**src/rtl/layer_dispatch_pkg.sv**
```systemverilog
// ---------------------------------------------------------------------------
// layer_dispatch_pkg
// Shared types and constants for the layer dispatcher:
//   state_t         - sequencer states (IDLE, START, STREAM, DRAIN)
//   KIND_*          - encodings of the in_kind stream tag
//   RESULT_COUNT_W  - width of the per-layer result counter
// ---------------------------------------------------------------------------
package layer_dispatch_pkg;

    typedef enum logic [1:0] {
        ST_IDLE   = 2'd0,
        ST_START  = 2'd1,
        ST_STREAM = 2'd2,
        ST_DRAIN  = 2'd3
    } state_t;

    localparam logic [1:0] KIND_OP   = 2'd0;
    localparam logic [1:0] KIND_WT   = 2'd1;
    localparam logic [1:0] KIND_BIAS = 2'd2;
    localparam logic [1:0] KIND_RSVD = 2'd3;

    localparam int RESULT_COUNT_W = 16;

endpackage : layer_dispatch_pkg

```
**src/rtl/dispatch_result_fifo.sv**
```systemverilog
// ---------------------------------------------------------------------------
// dispatch_result_fifo
// First-word-fall-through FIFO that buffers engine results.
// The pointers carry one extra wrap bit so that full and empty can be told
// apart without a separate occupancy register.
// Ports:
//   clock, reset  - clock, asynchronous active-low reset
//   flush         - empties the FIFO next cycle (has priority over push/pop)
//   push, wr_data - write one entry (the caller guarantees room, or a pop)
//   pop           - remove the head entry (ignored when empty)
//   rd_data       - head entry, zero while empty
//   full, empty   - occupancy flags
//   count         - number of stored entries
// ---------------------------------------------------------------------------
module dispatch_result_fifo #(
    parameter int WIDTH = 32,
    parameter int DEPTH = 16
) (
    input  logic                       clock,
    input  logic                       reset,
    input  logic                       flush,
    input  logic                       push,
    input  logic [WIDTH-1:0]           wr_data,
    input  logic                       pop,
    output logic [WIDTH-1:0]           rd_data,
    output logic                       full,
    output logic                       empty,
    output logic [$clog2(DEPTH):0]     count
);

    localparam int ADDR_W = $clog2(DEPTH);

    logic [WIDTH-1:0] mem [DEPTH];
    logic [ADDR_W:0]  wr_ptr;
    logic [ADDR_W:0]  rd_ptr;
    logic             do_pop;

    assign empty   = (wr_ptr == rd_ptr);
    assign full    = (wr_ptr[ADDR_W] != rd_ptr[ADDR_W]) &&
                     (wr_ptr[ADDR_W-1:0] == rd_ptr[ADDR_W-1:0]);
    assign count   = wr_ptr - rd_ptr;
    assign do_pop  = pop && !empty;
    assign rd_data = empty ? '0 : mem[rd_ptr[ADDR_W-1:0]];

    // NOTE: sequential state is updated with non-blocking assignments so every
    // flop samples its inputs from before the clock edge.
    always_ff @(posedge clock or negedge reset) begin
        if (!reset) begin
            wr_ptr <= '0;
            rd_ptr <= '0;
        end else if (flush) begin
            wr_ptr <= '0;
            rd_ptr <= '0;
        end else begin
            if (push)   wr_ptr <= wr_ptr + 1'b1;
            if (do_pop) rd_ptr <= rd_ptr + 1'b1;
        end
    end

    // NOTE: the storage array is deliberately left out of reset; the pointers
    // alone define which entries are meaningful, and rd_data is masked to zero
    // while empty.
    always_ff @(posedge clock) begin
        if (push && !flush) mem[wr_ptr[ADDR_W-1:0]] <= wr_data;
    end

endmodule : dispatch_result_fifo

```
**src/rtl/layer_dispatch.sv**
```systemverilog
// ---------------------------------------------------------------------------
// layer_dispatch
// Sequencer/router for NUM_LAYERS layer engines. A command selects one
// engine, which receives a one-cycle start pulse and then the input stream as
// operand/weight/bias strobes gated by its input-enable. Its results are
// buffered in a FIFO; layer_done pulses only once that FIFO has drained.
// Ports:
//   clock, reset                 - clock, asynchronous active-low reset
//   cmd_valid/cmd_layer/cmd_ready- layer command handshake (accepted in IDLE)
//   abort                        - abandon the active layer, flush results
//   in_data/in_kind/in_valid/in_ready - input stream handshake
//   eng_start                    - one-hot start pulse
//   eng_data, eng_*_valid        - stream copy and one-hot kind strobes
//   eng_input_enable             - per-engine input back-pressure
//   eng_result/_valid, eng_done  - per-engine result stream and completion
//   res_data/res_valid/res_ready - buffered result egress
//   busy, active_layer, layer_done, result_count - status
//   err_overflow, err_bad_layer, err_clear       - sticky error flags
// ---------------------------------------------------------------------------
module layer_dispatch
    import layer_dispatch_pkg::*;
#(
    parameter int NUM_LAYERS   = 3,
    parameter int DATA_WIDTH   = 32,
    parameter int RESULT_WIDTH = 32,
    parameter int FIFO_DEPTH   = 16,
    parameter int LAYER_SEL_W  = (NUM_LAYERS > 1) ? $clog2(NUM_LAYERS) : 1
) (
    input  logic                               clock,
    input  logic                               reset,
    input  logic                               cmd_valid,
    input  logic [LAYER_SEL_W-1:0]             cmd_layer,
    output logic                               cmd_ready,
    input  logic                               abort,
    input  logic [DATA_WIDTH-1:0]              in_data,
    input  logic [1:0]                         in_kind,
    input  logic                               in_valid,
    output logic                               in_ready,
    output logic [NUM_LAYERS-1:0]              eng_start,
    output logic [DATA_WIDTH-1:0]              eng_data,
    output logic [NUM_LAYERS-1:0]              eng_op_valid,
    output logic [NUM_LAYERS-1:0]              eng_wt_valid,
    output logic [NUM_LAYERS-1:0]              eng_bias_valid,
    input  logic [NUM_LAYERS-1:0]              eng_input_enable,
    input  logic [NUM_LAYERS*RESULT_WIDTH-1:0] eng_result,
    input  logic [NUM_LAYERS-1:0]              eng_result_valid,
    input  logic [NUM_LAYERS-1:0]              eng_done,
    output logic [RESULT_WIDTH-1:0]            res_data,
    output logic                               res_valid,
    input  logic                               res_ready,
    output logic                               busy,
    output logic [LAYER_SEL_W-1:0]             active_layer,
    output logic                               layer_done,
    output logic [RESULT_COUNT_W-1:0]          result_count,
    output logic                               err_overflow,
    output logic                               err_bad_layer,
    input  logic                               err_clear
);

    localparam int FIFO_CNT_W = $clog2(FIFO_DEPTH) + 1;
    // Layer count widened by one bit so an out-of-range index compares cleanly.
    localparam logic [LAYER_SEL_W:0] NUM_LAYERS_V = NUM_LAYERS[LAYER_SEL_W:0];

    state_t                    state;
    state_t                    state_next;
    logic [NUM_LAYERS-1:0]     layer_onehot;
    logic [RESULT_WIDTH-1:0]   sel_result;
    logic                      sel_result_valid;
    logic                      sel_done;
    logic                      sel_enable;
    logic                      cmd_bad;
    logic                      accept;
    logic                      bad_cmd;
    logic                      capture_window;
    logic                      capture;
    logic                      fifo_push;
    logic                      fifo_pop;
    logic                      fifo_full;
    logic                      fifo_empty;
    logic                      fifo_flush;
    logic [FIFO_CNT_W-1:0]     fifo_count;
    logic                      drain_empty;
    logic                      overflow_set;

    // Decode the latched index once and reuse it for every per-engine select.
    always_comb begin
        layer_onehot     = '0;
        sel_result       = '0;
        for (int i = 0; i < NUM_LAYERS; i++) begin
            layer_onehot[i] = (active_layer == LAYER_SEL_W'(i));
            if (layer_onehot[i]) sel_result = eng_result[i*RESULT_WIDTH +: RESULT_WIDTH];
        end
        sel_result_valid = |(eng_result_valid & layer_onehot);
        sel_done         = |(eng_done & layer_onehot);
        sel_enable       = |(eng_input_enable & layer_onehot);
    end

    assign cmd_bad = ({1'b0, cmd_layer} >= NUM_LAYERS_V);

    // Result capture: abort wins over a same-cycle result. A full FIFO still
    // takes the entry when the head is popped in the same cycle.
    assign capture_window = ((state == ST_STREAM) || (state == ST_DRAIN)) && !abort;
    assign capture        = capture_window && sel_result_valid;
    assign fifo_pop       = res_valid && res_ready;
    assign fifo_push      = capture && (!fifo_full || fifo_pop);
    assign overflow_set   = capture && fifo_full && !fifo_pop;
    assign fifo_flush     = abort && (state != ST_IDLE);

    // Empty after this cycle: nothing arriving and either nothing stored or the
    // last entry is leaving now.
    assign drain_empty = !fifo_push &&
                         (fifo_empty || ((fifo_count == FIFO_CNT_W'(1)) && fifo_pop));

    // NOTE: every output of this block gets a default first, so no path through
    // the case statement can leave one unassigned and infer a latch.
    always_comb begin
        state_next     = state;
        cmd_ready      = 1'b0;
        accept         = 1'b0;
        bad_cmd        = 1'b0;
        eng_start      = '0;
        in_ready       = 1'b0;
        eng_data       = '0;
        eng_op_valid   = '0;
        eng_wt_valid   = '0;
        eng_bias_valid = '0;
        layer_done     = 1'b0;

        case (state)
            ST_IDLE: begin
                cmd_ready = 1'b1;
                if (cmd_valid) begin
                    if (cmd_bad) begin
                        bad_cmd = 1'b1;
                    end else begin
                        accept     = 1'b1;
                        state_next = ST_START;
                    end
                end
            end
            ST_START: begin
                eng_start  = layer_onehot;
                state_next = ST_STREAM;
            end
            ST_STREAM: begin
                in_ready = sel_enable;
                eng_data = in_data;
                if (in_valid && sel_enable) begin
                    case (in_kind)
                        KIND_OP:   eng_op_valid   = layer_onehot;
                        KIND_WT:   eng_wt_valid   = layer_onehot;
                        KIND_BIAS: eng_bias_valid = layer_onehot;
                        default:   ; // reserved kind: consumed and discarded
                    endcase
                end
                if (sel_done) state_next = ST_DRAIN;
            end
            ST_DRAIN: begin
                if (drain_empty) begin
                    layer_done = 1'b1;
                    state_next = ST_IDLE;
                end
            end
            default: state_next = ST_IDLE;
        endcase

        if (abort && (state != ST_IDLE)) begin
            state_next = ST_IDLE;
            layer_done = 1'b0;
        end
    end

    assign busy = (state != ST_IDLE);

    always_ff @(posedge clock or negedge reset) begin
        if (!reset) begin
            state         <= ST_IDLE;
            active_layer  <= '0;
            result_count  <= '0;
            err_overflow  <= 1'b0;
            err_bad_layer <= 1'b0;
        end else begin
            state <= state_next;

            if (accept) begin
                active_layer <= cmd_layer;
                result_count <= '0;
            end else if (fifo_push && (result_count != '1)) begin
                result_count <= result_count + 1'b1;
            end

            if (err_clear)         err_overflow <= 1'b0;
            else if (overflow_set) err_overflow <= 1'b1;

            if (err_clear)         err_bad_layer <= 1'b0;
            else if (bad_cmd)      err_bad_layer <= 1'b1;
        end
    end

    dispatch_result_fifo #(
        .WIDTH (RESULT_WIDTH),
        .DEPTH (FIFO_DEPTH)
    ) u_fifo (
        .clock   (clock),
        .reset   (reset),
        .flush   (fifo_flush),
        .push    (fifo_push),
        .wr_data (sel_result),
        .pop     (fifo_pop),
        .rd_data (res_data),
        .full    (fifo_full),
        .empty   (fifo_empty),
        .count   (fifo_count)
    );

    assign res_valid = !fifo_empty;

endmodule : layer_dispatch

```
**config.mk**
```make
export PLATFORM = sky130hd
export DESIGN_NAME = layer_dispatch
export DESIGN_NICKNAME = d
export VERILOG_FILES = /design/src/rtl/layer_dispatch_pkg.sv /design/src/rtl/dispatch_result_fifo.sv /design/src/rtl/layer_dispatch.sv
export SDC_FILE = /design/constraint.sdc
export NUM_CORES = 1
export LEC_CHECK = 0
export CAP_MARGIN = 5
export CORE_UTILIZATION = 35
export DETAILED_ROUTE_END_ITERATION = 7
export PLACE_DENSITY = 0.66
export SETUP_SLACK_MARGIN = 0.05
export SLEW_MARGIN = 20
export SYNTH_ARGS = -nofsm -noshare
export SYNTH_HDL_FRONTEND = slang
export SYNTH_SLANG_ARGS = --single-unit
export TNS_END_PERCENT = 50
```
**constraint.sdc**
```tcl
create_clock -name clock -period 5.6 [get_ports clock]
set_input_delay 0.84 -clock clock [delete_from_list [all_inputs] [get_ports clock]]
set_output_delay 0.84 -clock clock [all_outputs]
set_load 0.02 [all_outputs]
```
==> metrics.cfg, run 1 <==
[critical_path]
path_cells = ha_1 -> and4_1 -> nand2_1 -> buf_4 -> and2_1 -> clkdlybuf4s50_1
slowest_stage = nand2_1
crit_required_ns = 4.76
critical_path_class = flop to output pin
cp.depth = 6
critPathTopFamily = simple AND/OR/NAND/NOR gates
worst_setup_path_start_kind = flop
worst-path-max-fanout = 18
crit_buf_inv = 2
reg2reg_depth = 9
setup.worst_path.end_class = output pin
crit_path_max_incr_delay_ns = 0.71
cp.arrival_ns = 3.63

[power_and_ir_drop]
power.density_nw_per_um2 = 478
cellLeakagePower_uw = 0.00899
peakVddDrop_uv = 305

[synthesis]
ys_seq_area_share_pct = 72.2
syn_area_um2 = 22400
synth-edff-count = 512
ys_ff_latch = 544
syn_area_per_cell_um2 = 19.5
synth_most_common_cell = edfxtp_1
yosys-top-cells-count = edfxtp_1, mux4_2, and2_1
async_reset_ff_share_pct = 5.88
yosys.area.top_type_share_pct = 68.6
ys_warn_count = 0
synthCells = 1150
syn_nets = 1313
synth.distinct_cells = 50
synth_flop_cell = edfxtp_1
yosysTopAreaCell = edfxtp_1
synthTopCellsByArea = edfxtp_1, mux4_2, dfrtp_1, and2_1, mux2i_1

[sta]
worst_pin_slew_ns = 0.969
maxSlewHeadroom_pct = 35.2
setup-violations-final = 0
clock-skew-final_ns = 0.0117
clock.fmax_mhz = 224
finalCritPeriodShare_pct = 79.8
rsz0062_at_grt = no
drv_slew = 0
finalWorstSetupSlack_ns = 1.13
setup_tns_ns = 0
final-hold-violation-count = 0
min_period_ns = 4.47

[grt]
grt_overflow = 0
grt_pass1_wl_um = 79800
grt_usage_pct = 16.8
grt_max_degree = 131
antenna_found_initial = 0
grt_pass1_vias = 12826

[final_layout]
area_growth_pct = 24.7
fillers = 5364
final_net_count = 1620
diodes = 0
drive_above_1_share_pct = 21.8
utilization_pct = 44.2

[route]
firstDrtPassIters = 5
wl_um = 53200
wl_per_cell_um = 22.7
vias_per_cell = 5.11
via_count = 11973
drtIter0Drc = 1024
drc = 0
ant_nets = 0

[place]
gp_congestion = 0.796
port_buffers = 248
dp_slack_ns = 1.45
hpwl_um = 30800

[min_path]
hold_depth = 2
worst_hold_path_type = flop to flop

[die]
fp-row-count = 92
die_h_um = 255
core_um2 = 63200
start_util_pct = 35.5
io_pins = 249
fp.dieW_um = 255
die_area_um2 = 65100

[clock_tree]
ctsResizeCount = 0
cts_root_buf = clkbuf_16
cts.path.max_buffers = 3
clock-sinks = 544
clk_latency_ns = 0.59
htreeDepth = 2
cts-hold-fix-buffers = 0
cts_buffers = 53
clk_pin_slew_ns = 0.06
cts_setup_buffers = 0
tritoncts = yes

[flow_run]
drv_cap = 0

[status]
outcome = finished clean

==> through the flow <==
stage          total power [uW]  area [um^2]  std cells  hold WS [ns]
2_1_floorplan              8250        22400       1150         0.516
3_3_place_gp              10200        26400       2248         0.495
3_5_place_dp              10300        26400       2248         0.500
4_1_cts                   13600        27900       2342         0.521
5_1_grt                   14000        27900       2342         0.558
6_report                  13400        27900       2342         0.521
==> layout make-up <==
| type | instances | area (um^2) | share of cell area [%] |
|---|---|---|---|
| flip-flops and latches | 544 | 16200 | 57.9 |
| multi-input cells | 531 | 6040 | 21.6 |
| repair buffers | 315 | 3020 | 10.8 |
| clock buffers | 68 | 1430 | 5.10 |
| well taps | 846 | 1060 | 3.79 |
| clock inverters | 26 | 161 | 0.578 |
| inverters | 12 | 45.0 | 0.161 |
==> kinds of logic after synthesis <==
group / share of synthesized area (%)
AO/OA/AOI/OAI: 1.41
XOR/XNOR: 0.977
adder cells (fa/ha/maj): 0.871
buffers and inverters: 1.40
flip-flops: 72.2
multiplexers: 17.6
AND/OR/NAND/NOR: 5.57
==> routing by layer <==
metal	vias to the layer above	wire length, um	track usage [%]
met4	0	1220	4.76
met1	6207	22600	22.5
met3	82	3140	3.16
met2	448	26200	27.9
li1	5236	-	-
met5	-	0	0
==> path summary, 6_finish.rpt <==
path	startpoint	to	slack (ns)
worst min register to register	err_overflow	err_overflow	0.52
worst min-delay path	err_overflow	err_overflow	0.52
worst max register to register	state[0]	u_fifo.mem[6][25]	1.81
min in group asynchronous	reset	result_count[3]	0.65
max in group asynchronous	reset	u_fifo.rd_ptr[0]	4.59
worst max-delay path	u_fifo.wr_ptr[2]	res_data[25]	1.13
==> worst min-delay path: stages, from the launching register on <==
cell and delay, ns:
dfrtp_1 0.36, a21oi_1 0.05, nor2_1 0.08
==> sequential cells by signal (all words and copies together) (netlist names) <==
register and flops:
active_layer 2, err_bad_layer 1, err_overflow 1, result_count 16, state 2, u_fifo.mem 512
u_fifo.rd_ptr 5, u_fifo.wr_ptr 5
==> placed cells by master, fill, tap and decap left out, drive strengths merged, types with 5 or more instances in the layout <==
master	n
nor3	10
o21ai	35
nor2	59
ha	14
mux2i	34
nand2b	6
nand2	55
nand4	5
edfxtp	512
clkdlybuf4s50	248
and2	66
nand3	10
xnor2	15
clkinv	22
nor4	9
buf	67
xor2	10
a21oi	10
dfrtp	32
inv	14
mux4	160
clkbuf	68
==> power breakdown <==
part | switching, uW | internal [uW]
Clock | 1460 | 1840
Sequential | 141 | 5180
Combinational | 2580 | 2170
Total | 4180 | 9180
No activity file was read; power rests on OpenSTA's default activity.
==> inputs of run 2 (changes only) <==
==> constraint.sdc (replaced) <==
create_clock -name clock -period 3.7 [get_ports clock]
set_input_delay 0.555 -clock clock [delete_from_list [all_inputs] [get_ports clock]]
set_output_delay 0.555 -clock clock [all_outputs]
set_load 0.02 [all_outputs]
==> metrics.cfg, run 2 (synthesis results as in run 1) <==
[status]
outcome = finished clean  ; unchanged

[die]
core_um2 = 63200  ; unchanged
fp-row-count = 92  ; unchanged
io_pins = 249  ; unchanged
fp.dieW_um = 255  ; unchanged
die_area_um2 = 65100  ; unchanged
start_util_pct = 35.5  ; unchanged
die_h_um = 255  ; unchanged

[sta]
setup-violations-final = 0  ; unchanged
final-hold-violation-count = 0  ; unchanged
worst_pin_slew_ns = 1.10  ; was 0.969 ns
min_period_ns = 3.60
finalWorstSetupSlack_ns = 0.0989  ; was 1.13 ns
finalCritPeriodShare_pct = 97.3
setup_tns_ns = 0  ; unchanged
whs_ns = 0.415  ; was 0.521 ns
clock-skew-final_ns = 0.0187  ; was 0.0117 ns
maxSlewHeadroom_pct = 26.1  ; was 35.2%
clock.fmax_mhz = 278
rsz0062_at_grt = yes  ; was no
drv_slew = 0  ; unchanged

[power_and_ir_drop]
peakVddDrop_uv = 612  ; was 305 uV
power.switching_uw = 6470  ; was 4180 uW
internal_power_uw = 14100  ; was 9180 uW
p_sw_share_pct = 31.5  ; was 31.3%
seq_power_share_pct = 38.8  ; was 39.8%
power.density_nw_per_um2 = 721  ; was 478 nW/um^2
power_frac_clock_pct = 24.2  ; was 24.7%
combPwrFrac_pct = 36.9  ; was 35.5%
cellLeakagePower_uw = 0.00936  ; was 0.00899 uW

[route]
via_count = 12123  ; was 11973
drc = 0  ; unchanged
ant_nets = 0  ; unchanged
wl_um = 53800  ; was 53200 um
drtIter0Drc = 991  ; was 1024
firstDrtPassIters = 4  ; was 5
vias_per_cell = 5.11  ; about the same
wl_per_cell_um = 22.7  ; about the same

[critical_path]
crit_path_max_incr_delay_ns = 0.55  ; was 0.71 ns
path_cells = buf_4 -> clkbuf_16 -> buf_4 -> mux4_2 -> mux4_2 -> and2_1 -> dlygate4sd2_1  ; was ha_1 -> and4_1 -> nand2_1 -> buf_4 -> and2_1 -> clkdlybuf4s50_1
cp.arrival_ns = 3.05  ; was 3.63 ns
slowest_stage = mux4_2  ; was nand2_1
crit_required_ns = 3.14  ; was 4.76 ns
critical_path_class = flop to output pin  ; unchanged
setup.worst_path.end_class = output pin  ; unchanged
worst-path-max-fanout = 5  ; was 18
worst_setup_path_start_kind = flop  ; unchanged

[clock_tree]
clock-sinks = 544  ; unchanged
cts_buffers = 53  ; unchanged
clk_latency_ns = 0.61  ; was 0.59 ns
cts_root_buf = clkbuf_16  ; unchanged
tritoncts = yes  ; unchanged
cts.path.max_buffers = 3  ; unchanged
htreeDepth = 2  ; unchanged
clk_pin_slew_ns = 0.06  ; about the same

[final_layout]
layout_commonest_cell = edfxtp_1  ; unchanged
utilization_pct = 45.1  ; was 44.2%
final_net_count = 1654  ; was 1620
area_growth_pct = 27.2  ; was 24.7%
fillers = 5300  ; was 5364
drive_above_1_share_pct = 24.6  ; was 21.8%
fin_area_um2 = 28500  ; was 27900 um^2
layout_common_cells = edfxtp_1, clkdlybuf4s50_1, mux4_2, buf_4, and2_1  ; was edfxtp_1, clkdlybuf4s50_1, mux4_2, and2_1, buf_4
largest_register_ffs = 512  ; unchanged
diodes = 0  ; unchanged

[grt]
antenna_found_initial = 1  ; was 0
grt_max_degree = 83  ; was 131
grt_overflow = 0  ; unchanged
grt_pass1_wl_um = 79900  ; was 79800 um
grt_usage_pct = 16.8  ; about the same
grt_pass1_vias = 12745  ; was 12826

[place]
dp_slack_ns = 0.188  ; was 1.45 ns
hpwl_um = 32200  ; was 30800 um
port_buffers = 248  ; unchanged
post_dp_cell_area_um2 = 26700  ; was 26400 um^2
gp_congestion = 0.787  ; was 0.796

[flow_run]
drv_cap = 0  ; unchanged

[min_path]
worst_hold_path_type = primary input to async pin  ; was flop to flop

[run 2: cell types whose count changed in the layout (fill, tap and decap cells not counted), moves of 4 or more]
cell,before,now
dlygate4sd2_1,0,28
buf_4,64,81
clkinvlp_4,1,5
nor3_2,5,0
clkdlybuf4s50_1,248,212
o21ai_1,0,5
o21ai_0,35,24
nor3_4,0,5
buf_16,0,5
o21ai_2,0,6
buf_12,3,11
[run 2: layer usage]
metal,share of wire [%],track usage [%]
met2,50,28.8
met4,1.5,3.92
met5,0,0
met3,5.6,2.82
met1,43,22.4
[run 2: area by class of cell]
type | count | area [um^2] | area share [%]
Inverter | 12 | 45.0 | 0.158
Clock buffer | 63 | 1360 | 4.79
Clock inverter | 27 | 209 | 0.733
Sequential cell | 544 | 16200 | 56.8
Timing Repair Buffer | 349 | 3530 | 12.4
Tap cell | 846 | 1060 | 3.71
Multi-Input combinational cell | 531 | 6100 | 21.4
[run 2: worst paths after layout]
path | start | end | slack (ns) | cells after the start
max | u_fifo.rd_ptr[0] | res_data[26] | 0.1 | 7
min | reset | err_overflow | 0.42 | 1
max reg2reg | u_fifo.rd_ptr[0] | u_fifo.mem[4][31] | 0.56 | 9
min reg2reg | err_overflow | err_overflow | 0.51 | 2
max in group asynchronous | reset | result_count[6] | 2.61 | 2
min in group clock | err_overflow | err_overflow | 0.51 | 2
[run 2: stage by stage]
| step | cells | power [uW] |
|---|---|---|
| final | 2372 | 20500 |
| after global routing | 2372 | 21500 |
| after CTS | 2362 | 20700 |
| after detailed placement | 2264 | 15700 |
| after global placement | 2264 | 15500 |
| after floorplan | 1150 | 12500 |
[run 2: power by group through the flow]
stage / clock [uW] / combinational, uW / sequential, uW
floorplan: 0 / 4400 / 8090
detailed placement: 0 / 7570 / 8110
CTS: 5080 / 7630 / 7980
global placement: 0 / 7440 / 8100
global route: 5280 / 8220 / 7990
finish: 4980 / 7580 / 7980
[run 2: worst max-delay path: cells and delay by family, from the launching register on]
family,cells,cell delay [ns]
buffers and inverters,4,0.78
flip-flops,1,0.52
multiplexers,2,0.95
AND/OR/NAND/NOR,1,0.19
[run 2: repair_timing]
item                       CTS  global route
gates resized for setup     48            10
cloned                       4             1
setup buffers                4             9
hold buffers                 0             0
setup endpoints to repair   34            19
==> inputs of run 3 (changes only) <==
--- a/config.mk
+++ b/config.mk
@@ -9,6 +9,7 @@
 export CORE_UTILIZATION = 35
 export DETAILED_ROUTE_END_ITERATION = 7
 export PLACE_DENSITY = 0.66
+export REMOVE_ABC_BUFFERS = 1
 export SETUP_SLACK_MARGIN = 0.05
 export SLEW_MARGIN = 20
 export SYNTH_ARGS = -nofsm -noshare
==> metrics.cfg, run 3 (synthesis results as in run 1) <==
[power_and_ir_drop]
power_frac_clock_pct = 26.2  ; was 24.2%
p_sw_share_pct = 31.6  ; was 31.5%
cellLeakagePower_uw = 0.00958  ; was 0.00936 uW
power.density_nw_per_um2 = 733  ; was 721 nW/um^2
peakVddDrop_uv = 496  ; was 612 uV
combPwrFrac_pct = 36.1  ; was 36.9%
internal_power_uw = 14500  ; was 14100 uW
power.switching_uw = 6670  ; was 6470 uW
power.total_uw = 21100  ; was 20500 uW
seq_power_share_pct = 37.7  ; was 38.8%

[critical_path]
cp.arrival_ns = 3.01  ; was 3.05 ns
worst-path-max-fanout = 23  ; was 5
crit-reg2reg-launch = u_fifo.rd_ptr[0]  ; unchanged
rr_endpoint = u_fifo.mem[12][18]  ; was u_fifo.mem[4][31]
regToRegSetupSlack_ns = 0.33  ; was 0.56 ns
worst_setup_path_start_kind = flop  ; unchanged
critical_path_class = flop to output pin  ; unchanged
crit_required_ns = 3.14  ; about the same
reg2reg_depth = 10  ; was 9
setup.worst_path.end_class = output pin  ; unchanged

[sta]
worst_pin_slew_ns = 0.771  ; was 1.10 ns
whs_ns = 0.362  ; was 0.415 ns
drv_slew = 0  ; unchanged
setup_tns_ns = 0  ; unchanged
finalWorstSetupSlack_ns = 0.132  ; was 0.0989 ns
clock.fmax_mhz = 280  ; was 278 MHz
min_period_ns = 3.57  ; was 3.60 ns
setup-violations-final = 0  ; unchanged
final-hold-violation-count = 0  ; unchanged
clock-skew-final_ns = 0.0227  ; was 0.0187 ns
rsz0062_at_grt = yes  ; unchanged
finalCritPeriodShare_pct = 96.4  ; was 97.3%
maxSlewHeadroom_pct = 48.6  ; was 26.1%

[final_layout]
layout_common_cells = edfxtp_1, clkdlybuf4s50_1, mux4_2, and2_1, buf_4  ; was edfxtp_1, clkdlybuf4s50_1, mux4_2, buf_4, and2_1
area_growth_pct = 28.6  ; was 27.2%
fin_area_um2 = 28800  ; was 28500 um^2
largest_register_ffs = 512  ; unchanged
final_net_count = 1650  ; was 1654
layout_commonest_cell = edfxtp_1  ; unchanged
drive_above_1_share_pct = 24.8  ; was 24.6%
diodes = 0  ; unchanged

[place]
hpwl_um = 31400  ; was 32200 um
post_dp_cell_area_um2 = 26800  ; was 26700 um^2
port_buffers = 248  ; unchanged
dp_slack_ns = 0.315  ; was 0.188 ns
gp_congestion = 0.799  ; was 0.787

[die]
core_um2 = 63200  ; unchanged
fp.dieW_um = 255  ; unchanged
io_pins = 249  ; unchanged
start_util_pct = 35.5  ; unchanged
die_area_um2 = 65100  ; unchanged
fp-row-count = 92  ; unchanged
die_h_um = 255  ; unchanged

[route]
via_count = 12060  ; was 12123
vias_per_cell = 5.07  ; was 5.11
wl_um = 54400  ; was 53800 um
firstDrtPassIters = 5  ; was 4
drtIter0Drc = 856  ; was 991
drc = 0  ; unchanged
ant_nets = 0  ; unchanged
wl_per_cell_um = 22.9  ; was 22.7 um

[flow_run]
drv_cap = 0  ; unchanged

[grt]
globalRouteMet2Util_pct = 28.2  ; was 28.8%
met1_usage_pct = 22.9  ; was 22.4%
top_usage_layer = met2  ; unchanged
grt_pass1_wl_um = 79800  ; was 79900 um
grt_usage_pct = 16.8  ; about the same
grt_pass1_vias = 12758  ; was 12745
grt_overflow = 0  ; unchanged
grtUsageMet3_pct = 3.03  ; was 2.82%
antenna_found_initial = 1  ; unchanged
grt_max_degree = 81  ; was 83

[min_path]
worst_hold_path_type = primary input to async pin  ; unchanged

[clock_tree]
htreeDepth = 2  ; unchanged
cts_buffers = 55  ; was 53
cts.path.max_buffers = 3  ; unchanged
cts_root_buf = clkbuf_16  ; unchanged
clk_pin_slew_ns = 0.06  ; about the same
clk_latency_ns = 0.61  ; about the same
tritoncts = yes  ; unchanged
clock-sinks = 544  ; unchanged
cts-hold-fix-buffers = 0  ; unchanged

[status]
outcome = finished clean  ; unchanged

run 3: through the flow:
stage | utilization (%) | cells
after floorplan | - | 1087
after global placement | 42.4 | 2263
after detailed placement | 42.4 | 2263
after CTS | 45.4 | 2366
after global routing | 45.6 | 2377
final | 45.6 | 2377
run 3: worst max-delay path by stage:
stage / to / slack [ns] / start
6_report: res_data[16] / 0.13 / u_fifo.rd_ptr[0]
5_1_grt: layer_done / -0.03 / u_fifo.rd_ptr[0]
4_1_cts: res_data[0] / -0.08 / u_fifo.rd_ptr[0]
3_5_place_dp: eng_op_valid[0] / 0.32 / eng_input_enable[1]
3_3_place_gp: eng_bias_valid[0] / 0.26 / eng_input_enable[1]
2_1_floorplan: u_fifo.mem[3][0] / -5.86 / u_fifo.rd_ptr[0]
run 3: what timing repair did:
item | in CTS | in global routing
resized for setup | 36 | 20
endpoints found under the setup margin | 33 | 25
setup buffers | 1 | 10
gates cloned | 1 | 1
run 3: power by group through the flow:
stage	combinational, uW	sequential [uW]	clock (uW)
final	7620	7970	5540
after global routing	8220	7990	5880
after CTS	7530	7980	5660
after detailed placement	7630	8100	0
after global placement	7470	8090	0
after floorplan	4000	8630	0
run 3: final cells by class:
cell class | instances | area, um^2
inverter | 12 | 46.3
multi-input combinational | 531 | 6070
timing repair buffer | 343 | 3640
tap | 846 | 1060
fill | 5285 | 34400
sequential | 544 | 16200
clock buffer | 61 | 1420
clock inverter | 40 | 404
run 3: worst max-delay path: stages, from the launching register on:
cell and delay, ns:
dfrtp_4 0.48, buf_4 0.15, buf_12 0.21, mux4_2 0.53, mux4_2 0.47, and2_1 0.23
dlygate4sd2_1 0.35
run 3: routing by layer:
layer | vias to the layer above | wire, um
li1 | 5307 | -
met1 | 6230 | 23600
met2 | 460 | 26600
met3 | 63 | 3200
met4 | 0 | 968
met5 | - | 0
